### src/rtl/cpu_pkg.sv
// Shared definitions for the 16-bit accumulator machine: field widths,
// sequencer states, instruction opcodes and the ALU operation map.
package cpu_pkg;

  localparam int unsigned OPC_W  = 4;
  localparam int unsigned ADDR_W = 12;
  localparam int unsigned DATA_W = 16;

  typedef enum logic [2:0] {
    ST_FETCH,
    ST_DECODE,
    ST_OPERAND,
    ST_EXECUTE,
    ST_STORE,
    ST_HALT
  } state_t;

  // Which state follows DECODE for a given instruction
  typedef enum logic [1:0] {
    CLS_OPERAND,
    CLS_STORE,
    CLS_HALT,
    CLS_EXEC
  } cls_t;

  localparam logic [OPC_W-1:0] OP_HALT  = 4'h0;
  localparam logic [OPC_W-1:0] OP_LOAD  = 4'h1;
  localparam logic [OPC_W-1:0] OP_STORE = 4'h2;
  localparam logic [OPC_W-1:0] OP_ADD   = 4'h3;
  localparam logic [OPC_W-1:0] OP_SUB   = 4'h4;
  localparam logic [OPC_W-1:0] OP_AND   = 4'h5;
  localparam logic [OPC_W-1:0] OP_OR    = 4'h6;
  localparam logic [OPC_W-1:0] OP_XOR   = 4'h7;
  localparam logic [OPC_W-1:0] OP_MUL   = 4'h8;
  localparam logic [OPC_W-1:0] OP_CMPGT = 4'h9;
  localparam logic [OPC_W-1:0] OP_JUMP  = 4'hA;
  localparam logic [OPC_W-1:0] OP_SKIPZ = 4'hB;
  localparam logic [OPC_W-1:0] OP_SHL   = 4'hC;
  localparam logic [OPC_W-1:0] OP_SHR   = 4'hD;
  localparam logic [OPC_W-1:0] OP_LOADI = 4'hE;
  localparam logic [OPC_W-1:0] OP_NOP   = 4'hF;

  localparam logic [3:0] ALU_ADD   = 4'b0000;
  localparam logic [3:0] ALU_SUB   = 4'b0001;
  localparam logic [3:0] ALU_MUL   = 4'b0010;
  localparam logic [3:0] ALU_SHL   = 4'b0100;
  localparam logic [3:0] ALU_SHR   = 4'b0101;
  localparam logic [3:0] ALU_AND   = 4'b1000;
  localparam logic [3:0] ALU_OR    = 4'b1001;
  localparam logic [3:0] ALU_XOR   = 4'b1010;
  localparam logic [3:0] ALU_CMPGT = 4'b1110;
  localparam logic [3:0] ALU_NONE  = 4'b0000;

  function automatic logic [ADDR_W-1:0] pc_inc(input logic [ADDR_W-1:0] pc);
    return pc + ADDR_W'(1);
  endfunction

endpackage

### src/rtl/instr_decode.sv
// Combinational opcode decoder: next-state class, ALU operation and the
// operand-A zero force used by LOAD to pass memory data through the OR.
module instr_decode
  import cpu_pkg::*;
(
  input  logic [OPC_W-1:0] i_opcode,
  output logic [1:0]       o_cls,
  output logic [3:0]       o_alu_op,
  output logic             o_force_a_zero
);

  always_comb begin
    o_cls          = CLS_EXEC;
    o_alu_op       = ALU_NONE;
    o_force_a_zero = 1'b0;
    case (i_opcode)
      OP_HALT:  o_cls = CLS_HALT;
      OP_STORE: o_cls = CLS_STORE;
      OP_LOAD: begin
        o_cls          = CLS_OPERAND;
        o_alu_op       = ALU_OR;
        o_force_a_zero = 1'b1;
      end
      OP_ADD: begin
        o_cls    = CLS_OPERAND;
        o_alu_op = ALU_ADD;
      end
      OP_SUB: begin
        o_cls    = CLS_OPERAND;
        o_alu_op = ALU_SUB;
      end
      OP_AND: begin
        o_cls    = CLS_OPERAND;
        o_alu_op = ALU_AND;
      end
      OP_OR: begin
        o_cls    = CLS_OPERAND;
        o_alu_op = ALU_OR;
      end
      OP_XOR: begin
        o_cls    = CLS_OPERAND;
        o_alu_op = ALU_XOR;
      end
      OP_MUL: begin
        o_cls    = CLS_OPERAND;
        o_alu_op = ALU_MUL;
      end
      OP_CMPGT: begin
        o_cls    = CLS_OPERAND;
        o_alu_op = ALU_CMPGT;
      end
      OP_SHL: o_alu_op = ALU_SHL;
      OP_SHR: o_alu_op = ALU_SHR;
      OP_JUMP, OP_SKIPZ, OP_LOADI, OP_NOP: o_cls = CLS_EXEC;
      default: ;
    endcase
  end

endmodule

### src/rtl/control_unit.sv
// Multi-cycle fetch/decode/execute sequencer for the accumulator machine.
// Holds PC/IR/AC and drives the memory port and the combinational ALU.
module control_unit
  import cpu_pkg::*;
#(
  parameter logic [ADDR_W-1:0] RESET_PC = 12'h000
) (
  input  logic              i_clk,
  input  logic              i_rst,
  input  logic              i_run,
  output logic [DATA_W-1:0] o_mem_addr,
  output logic [DATA_W-1:0] o_mem_wdata,
  output logic              o_mem_we,
  input  logic [DATA_W-1:0] i_mem_rdata,
  output logic [3:0]        o_alu_opcode,
  output logic [DATA_W-1:0] o_alu_a,
  output logic [DATA_W-1:0] o_alu_b,
  input  logic [DATA_W-1:0] i_alu_result,
  output logic              o_halted,
  output logic [ADDR_W-1:0] o_pc_out,
  output logic [DATA_W-1:0] o_acc_out
);

  state_t              r_state;
  logic [ADDR_W-1:0]   r_pc;
  logic [DATA_W-1:0]   r_ir;
  logic [DATA_W-1:0]   r_ac;

  logic [OPC_W-1:0]    w_dec_opc;
  logic [1:0]          w_cls;
  logic [3:0]          w_alu_op;
  logic                w_force_a_zero;
  logic                w_in_exec;
  logic                w_mem_exec;
  logic [ADDR_W-1:0]   w_addr;

  // In DECODE the instruction is still on the memory bus, not yet in IR
  assign w_dec_opc = (r_state == ST_DECODE) ? i_mem_rdata[DATA_W-1 -: OPC_W]
                                            : r_ir[DATA_W-1 -: OPC_W];

  instr_decode u_decode (
    .i_opcode       (w_dec_opc),
    .o_cls          (w_cls),
    .o_alu_op       (w_alu_op),
    .o_force_a_zero (w_force_a_zero)
  );

  assign w_in_exec  = (r_state == ST_EXECUTE);
  assign w_mem_exec = w_in_exec && (w_cls == CLS_OPERAND);
  assign w_addr     = (r_state == ST_OPERAND || r_state == ST_STORE) ? r_ir[ADDR_W-1:0] : r_pc;

  assign o_mem_addr   = {{(DATA_W-ADDR_W){1'b0}}, w_addr};
  assign o_mem_wdata  = r_ac;
  assign o_mem_we     = (r_state == ST_STORE);
  assign o_alu_opcode = w_in_exec ? w_alu_op : ALU_NONE;
  assign o_alu_a      = (w_in_exec && w_force_a_zero) ? '0 : r_ac;
  assign o_alu_b      = w_mem_exec ? i_mem_rdata : '0;
  assign o_halted     = (r_state == ST_HALT);
  assign o_pc_out     = r_pc;
  assign o_acc_out    = r_ac;

  always_ff @(posedge i_clk or posedge i_rst) begin
    if (i_rst) begin
      r_state <= ST_FETCH;
      r_pc    <= RESET_PC;
      r_ir    <= '0;
      r_ac    <= '0;
    end else begin
      case (r_state)
        ST_FETCH: begin
          if (i_run) r_state <= ST_DECODE;
        end
        ST_DECODE: begin
          r_ir <= i_mem_rdata;
          r_pc <= pc_inc(r_pc);
          case (w_cls)
            CLS_OPERAND: r_state <= ST_OPERAND;
            CLS_STORE:   r_state <= ST_STORE;
            CLS_HALT:    r_state <= ST_HALT;
            default:     r_state <= ST_EXECUTE;
          endcase
        end
        ST_OPERAND: r_state <= ST_EXECUTE;
        ST_EXECUTE: begin
          r_state <= ST_FETCH;
          // Everything not listed here takes the ALU result
          case (r_ir[DATA_W-1 -: OPC_W])
            OP_JUMP:  r_pc <= r_ir[ADDR_W-1:0];
            OP_SKIPZ: if (r_ac == '0) r_pc <= pc_inc(r_pc);
            OP_LOADI: r_ac <= {{(DATA_W-ADDR_W){1'b0}}, r_ir[ADDR_W-1:0]};
            OP_NOP:   ;
            default:  r_ac <= i_alu_result;
          endcase
        end
        ST_STORE: r_state <= ST_FETCH;
        ST_HALT:  r_state <= ST_HALT;
        default:  r_state <= ST_FETCH;
      endcase
    end
  end

endmodule

### config.mk
export PLATFORM = sky130hd
export DESIGN_NAME = control_unit
export DESIGN_NICKNAME = d
export VERILOG_FILES = /design/src/rtl/cpu_pkg.sv /design/src/rtl/instr_decode.sv /design/src/rtl/control_unit.sv
export SDC_FILE = /design/constraint.sdc
export NUM_CORES = 1
export LEC_CHECK = 0
export ABC_CLOCK_PERIOD_IN_PS = 6000
export CAP_MARGIN = 40
export CORE_AREA = 3 3 102 80
export CTS_BUF_LIST = sky130_fd_sc_hd__clkbuf_16
export DETAILED_ROUTE_END_ITERATION = 6
export DIE_AREA = 0 0 105 83
export GPL_ROUTABILITY_DRIVEN = 0
export GPL_TIMING_DRIVEN = 1
export HOLD_SLACK_MARGIN = 0.06
export PLACE_DENSITY = 0.92
export SLEW_MARGIN = 20
export SYNTH_ARGS = -nofsm -noshare
export SYNTH_HDL_FRONTEND = slang
export SYNTH_HIERARCHICAL = 1
export SYNTH_SLANG_ARGS = --single-unit
export TNS_END_PERCENT = 10
### constraint.sdc
create_clock -name i_clk -period 6 [get_ports i_clk]
set_clock_uncertainty 0.1 [all_clocks]
set_input_delay 1.8 -clock i_clk [delete_from_list [all_inputs] [get_ports i_clk]]
set_output_delay 1.8 -clock i_clk [all_outputs]
set_load 0.005 [all_outputs]
== After elaboration in Yosys (flattened, before gate mapping) ==
Index checks and enable logic that the tools add are counted.

* Register bits: 47
* Input bits: 35
* Output and inout port bits: 98
* Logic and storage cells: 59

* $add $sub $neg: 1
* Eq/ne operators: 25
* Multiplexer cells: 15
* Bitwise gates (word level): 1
* Reduce and logical (&&, ||, !) cells: 13

{| class="wikitable"
|+ Operator list
! kind !! count
|-
| 12-bit one-hot mux with 2 select lines || 2
|-
| 4-bit equality test, second input constant || 8
|-
| 16-bit two-way mux || 2
|-
| 16-bit one-hot mux with 2 select lines || 1
|-
| 4-bit one-hot mux with 8 select lines || 1
|-
| 12-bit two-way mux || 2
|-
| 4-bit by 3-bit equality test with 1-bit output, second input constant || 4
|-
| 16-bit zero test || 1
|-
| 12-bit by 1-bit adder with 12-bit output, second input constant || 1
|-
| 3-bit one-hot mux with 4 select lines || 1
|-
| 3-bit one-hot mux with 3 select lines || 1
|-
| 4-bit by 2-bit equality test with 1-bit output, second input constant || 2
|-
| 4-bit two-way mux || 2
|-
| 8-bit OR reduction || 1
|-
| 3-bit by 2-bit equality test with 1-bit output, second input constant || 2
|-
| 3-bit equality test, second input constant || 2
|-
| 2-bit one-hot mux with 3 select lines || 1
|-
| 4-bit by 1-bit equality test with 1-bit output, second input constant || 1
|-
| 4-bit zero test || 1
|-
| 3-bit by 1-bit equality test with 1-bit output, second input constant || 1
|-
| 3-bit zero test || 1
|-
| 3-bit two-way mux || 1
|-
| 3-bit by 1-bit != test with 1-bit output, second input constant || 1
|-
| 3-bit != test, second input constant || 1
|-
| 13 further kinds || 14
|}

== Depth between registers and ports, before layout ==
* Depth in word-level cells: 8
* Mapped depth: 13

== Hierarchy ==
The synthesis kept the hierarchy.

{| class="wikitable"
|+ Modules (own cells, without submodules)
! module !! times used !! cells an instance !! area each (µm²) !! seq. area each (µm²)
|-
| control_unit || 1 || 299 || 3078.0 || 1176.1
|-
| instr_decode || 1 || 17 || 120.1 || 0.0
|}

== Worst setup path before layout ==
OpenSTA, ideal clock, no wires.

* Path kind: input-to-output
* Start: input i_mem_rdata[14]
* End: output o_alu_b[10]
* Arrival time: 3.254 ns
* Slack: 0.846 ns
* Stages on the path: 8
* Path through: mux2_2 buf_6 nor2_2 mux2_4 inv_1 ha_1 clkbuf_1 and3_1

* Word-level cells in the longest chain between the ends: 7

{| class="wikitable"
|+ Ends and longest elaborated chain
! what !! line !! text
|-
| start: declaration || control_unit.sv:14 || <nowiki>input logic [DATA_W-1:0] i_mem_rdata,</nowiki>
|-
| 4-bit two-way mux * || control_unit.sv:38 || <nowiki>assign w_dec_opc = (r_state == ST_DECODE) ? i_mem_rdata[DATA_W-1 -: OPC_W]</nowiki>
|-
| 4-bit by 2-bit equality test with 1-bit output, or another cell as far along || instr_decode.sv:16 || <nowiki>case (i_opcode)</nowiki>
|-
| 8-bit OR reduction (no source line) || -- ||
|-
| 2-bit one-hot mux with 3 select lines * || instr_decode.sv:16 ||
|-
| net w_cls[1] || control_unit.sv:30 || <nowiki>logic [1:0] w_cls;</nowiki>
|-
| 2-bit zero test * || control_unit.sv:49 || <nowiki>assign w_mem_exec = w_in_exec && (w_cls == CLS_OPERAND);</nowiki>
|-
| 1-bit logical AND * || control_unit.sv:49 ||
|-
| 16-bit two-way mux * || control_unit.sv:57 || <nowiki>assign o_alu_b = w_mem_exec ? i_mem_rdata : '0;</nowiki>
|-
| end: declaration || control_unit.sv:17 || <nowiki>output logic [DATA_W-1:0] o_alu_b,</nowiki>
|}

Mark *: on every way through the listed nets, which the timed path passes. The rest lies on a longest branch.

== Worst setup path in the final report ==
* Start: input i_mem_rdata[14]
* End: output o_alu_b[15]

* Word-level cells in the longest chain between the ends: 7

{| class="wikitable"
|+ Ends and longest elaborated chain
! what !! line !! text
|-
| 4-bit two-way mux * || control_unit.sv:38 ||
|-
| net w_dec_opc[2] || control_unit.sv:29 || <nowiki>logic [OPC_W-1:0] w_dec_opc;</nowiki>
|-
| 4-bit by 2-bit equality test with 1-bit output, or another cell as far along || instr_decode.sv:16 ||
|-
| 8-bit OR reduction (no source line) || -- ||
|-
| 2-bit one-hot mux with 3 select lines * || instr_decode.sv:16 ||
|-
| net w_cls[0] || control_unit.sv:30 ||
|-
| 2-bit zero test * || control_unit.sv:49 ||
|-
| 1-bit logical AND * || control_unit.sv:49 ||
|-
| 16-bit two-way mux * || control_unit.sv:57 ||
|}

Marked as above.

==> load_flow_metrics.sql <==
INSERT INTO impl_metrics (metric_group, metric, value, unit) VALUES
('power_and_ir_drop', 'clock_power_share', '47.2', '%'),
('placed_design', 'placement.cell_area', '0.00440', 'sq mm'),
('power_and_ir_drop', 'p_sw_share', '19.7', '%'),
('cells_and_area', 'diodes', '0', ''),
('critical_path', 'setup.worst_path.start_class', 'input port', ''),
('routing', 'highest-signal-layer', 'met4', ''),
('routing', 'detailroute.via_count', '2868', ''),
('run_status', 'status', 'finished clean', ''),
('die', 'core_region_area', '0.00723', 'sq mm'),
('synth', 'synth.most_common_cell', 'sky130_fd_sc_hd__dfrtp_1', ''),
('power_and_ir_drop', 'p_switching', '131', 'uW'),
('synth', 'synthCells', '316', ''),
('placed_design', 'hpwlAfterDp', '6990', 'microns'),
('routing', 'vias_per_cell', '5.44', ''),
('global_routing', 'grt_pass1_wl', '15000', 'microns'),
('synth', 'dominantRegCellSynth', 'sky130_fd_sc_hd__dfrtp_1', ''),
('power_and_ir_drop', 'static-leakage-power', '0.00208', 'uW'),
('critical_path', 'timing.critical_path.slowest_cell_delay', '0.45', 'ns'),
('global_routing', 'grtUsageTotal', '21.1', '%'),
('cells_and_area', 'number_of_fill_cells', '614', ''),
('routing', 'initialDrtViolationCount', '186', ''),
('cts', 'ctsHoldBuffers', '0', ''),
('cts', 'cts-htree-levels', '2', ''),
('sta', 'period_needed', '5.94', 'ns'),
('synth', 'synth_area_leader_cell', 'sky130_fd_sc_hd__dfrtp_1', ''),
('routing', 'drt.antenna.violating_nets', '0', ''),
('synth', 'syn_area', '0.00320', 'sq mm'),
('synth', 'yosysWarnings', '6', ''),
('global_routing', 'globalRouteOverflowTotal', '0', ''),
('cts', 'clock-root-buffer', 'sky130_fd_sc_hd__clkbuf_16', ''),
('sta', 'timing.final.max_slew_violations', '0', ''),
('power_and_ir_drop', 'seq_power_share', '47.5', '%'),
('die', 'io_pins', '133', ''),
('sta', 'whs', '0.472', 'ns'),
('sta', 'timing_worst_slew_pin_value', '0.768', 'ns'),
('critical_path', 'crit_path_max_fanout', '8', ''),
('cts', 'tritoncts.num_buffers', '5', ''),
('critical_path', 'criticalPathCategory', 'in -> out', ''),
('placed_design', 'post-place-cells', '517', ''),
('synth', 'synthesis.area_per_instance', '10.1', 'sq um'),
('cells_and_area', 'synthToLayoutAreaGrowth', '44.1', '%'),
('die', 'die_w', '105', 'microns'),
('critical_path', 'crit_required', '4.10', 'ns'),
('sta', 'hold_violations', '0', ''),
('sta', 'setup_viol', '0', ''),
('routing', 'wl_met1', '4020', 'microns'),
('global_routing', 'maximum_number_of_pins_on_one_net_before_global_route_repair', '32', ''),
('die', 'floorplan.rows', '27', ''),
('critical_path', 'critPathSlowestCell', 'sky130_fd_sc_hd__clkdlybuf4s50_1', ''),
('synth', 'synth.top_cells.by_area', 'sky130_fd_sc_hd__dfrtp_1, sky130_fd_sc_hd__mux2_2, sky130_fd_sc_hd__buf_4, sky130_fd_sc_hd__mux2i_1, sky130_fd_sc_hd__and2_1', ''),
('power_and_ir_drop', 'p_total', '667', 'uW'),
('sta', 'timing.final.crit_share', '99.0', '%'),
('power_and_ir_drop', 'internal-power', '536', 'uW'),
('synth', 'synth.distinct_cells', '51', ''),
('global_routing', 'grt_pass1_vias', '2773', ''),
('synth', 'asyncSetResetFlopFracSynth', '100', '%'),
('routing', 'totalWireLength', '9290', 'microns'),
('die', 'die_height', '83', 'microns'),
('power_and_ir_drop', 'comb_power_share', '5.3', '%'),
('sta', 'max_clock_freq', '0.168', 'GHz'),
('synth', 'synth_seq_cells', '47', ''),
('power_and_ir_drop', 'max-vdd-ir-drop', '0.125', 'mV'),
('power_and_ir_drop', 'power-per-cell-area', '145', 'mW/mm^2'),
('cells_and_area', 'final_layout_size_suffix_gt1_share', '16.2', '%'),
('cts', 'tritoncts_clock_tree', 'built', ''),
('routing', 'detailed_route_drc_error_count', '0', ''),
('cts', 'clock_path_buffers', '2', ''),
('placed_design', 'placement.io_buffers', '128', ''),
('worst_hold_path', 'hold_path_class', 'reg -> reg', ''),
('cells_and_area', 'fin_area', '0.00461', 'sq mm'),
('cts', 'clock-sinks', '47', '');
## stage by stage
stage	setup slack [ns]	util (%)
floorplan	0.846	-
global placement	0.111	60.3
detailed placement	0.0452	60.9
CTS	0.0290	63.2
global route	-0.0208	63.7
finish	0.0591	63.7
## flip-flops by register name (all words and copies together), names as in the netlist
register	cells
r_ir	16
o_acc_out	16
r_state	3
o_pc_out	12
## worst max-delay path: cells and delay by family
| family | cells | cell delay, ns |
|---|---|---|
| buffers and inverters | 5 | 1.29 |
| adder cells (fa/ha/maj) | 1 | 0.22 |
| AO/OA/AOI/OAI | 1 | 0.16 |
| multiplexers | 1 | 0.31 |
| AND/OR/NAND/NOR | 2 | 0.25 |
## repair_timing
item	CTS	global route
resized for setup	0	5
setup buffers	0	1
endpoints found under the setup margin	0	16
## cells in the final DEF (no fill, tap or decap), types with 7 or more instances in the layout
cell,instances
sky130_fd_sc_hd__buf_4,7
sky130_fd_sc_hd__nor2_1,8
sky130_fd_sc_hd__clkdlybuf4s50_1,127
sky130_fd_sc_hd__o21ai_0,19
sky130_fd_sc_hd__mux2i_1,16
sky130_fd_sc_hd__and3_1,19
sky130_fd_sc_hd__dfrtp_1,47
sky130_fd_sc_hd__a2bb2oi_1,8
sky130_fd_sc_hd__and2_1,21
sky130_fd_sc_hd__mux2_2,26
sky130_fd_sc_hd__a211oi_2,7
sky130_fd_sc_hd__nand2_1,21
## logic make-up (layout without fill, tap and decap cells)
| kind of cell | count (synthesis) | in the layout | synth area share, % |
|---|---|---|---|
| other cells | 1 | 4 | 0.117 |
| buf+inv | 45 | 152 | 9.94 |
| compound gates | 62 | 62 | 15.4 |
| fa+ha+maj | 4 | 4 | 1.57 |
| xor+xnor | 2 | 2 | 0.548 |
| mux | 44 | 44 | 15.0 |
| flops | 47 | 47 | 36.8 |
| simple gates | 111 | 111 | 20.7 |
## area by class of cell
type / count / area [sq um] / area share, %
flip-flops and latches: 47 / 1180 / 25.5
multi-input cells: 227 / 1730 / 37.5
clock inverters: 3 / 43.8 / 0.951
well taps: 101 / 126 / 2.74
clock buffers: 5 / 125 / 2.72
repair buffers: 139 / 1390 / 30.2
inverters: 5 / 18.8 / 0.407
## worst paths after layout
kind,slack [ns],from,cells past startpoint,to
worst max register to register,3.35,r_state[2],11,r_state[1]
min in group asynchronous,1.71,i_rst,2,o_acc_out[11]
worst max-delay path,0.06,i_mem_rdata[14],10,o_alu_b[15]
max in group asynchronous,3.59,i_rst,3,r_state[1]
worst min register to register,0.47,o_acc_out[6],2,o_acc_out[6]
worst min-delay path,0.47,o_acc_out[6],2,o_acc_out[6]
## power groups by stage
stage / Sequential (uW) / Combinational [uW] / Clock, uW
floorplan: 323 / 9.44 / 0
global placement: 323 / 33.3 / 0
detailed placement: 323 / 35.5 / 0
CTS: 317 / 35.7 / 324
global route: 316 / 38.7 / 340
finish: 317 / 35.1 / 315
## per-layer routing
layer	global-route usage, %	vias up
li1	-	1354
met1	28.9	1379
met2	33.7	127
met3	5.91	8
met4	3.81	0
met5	0	-
No activity file was read; power rests on OpenSTA's default activity.
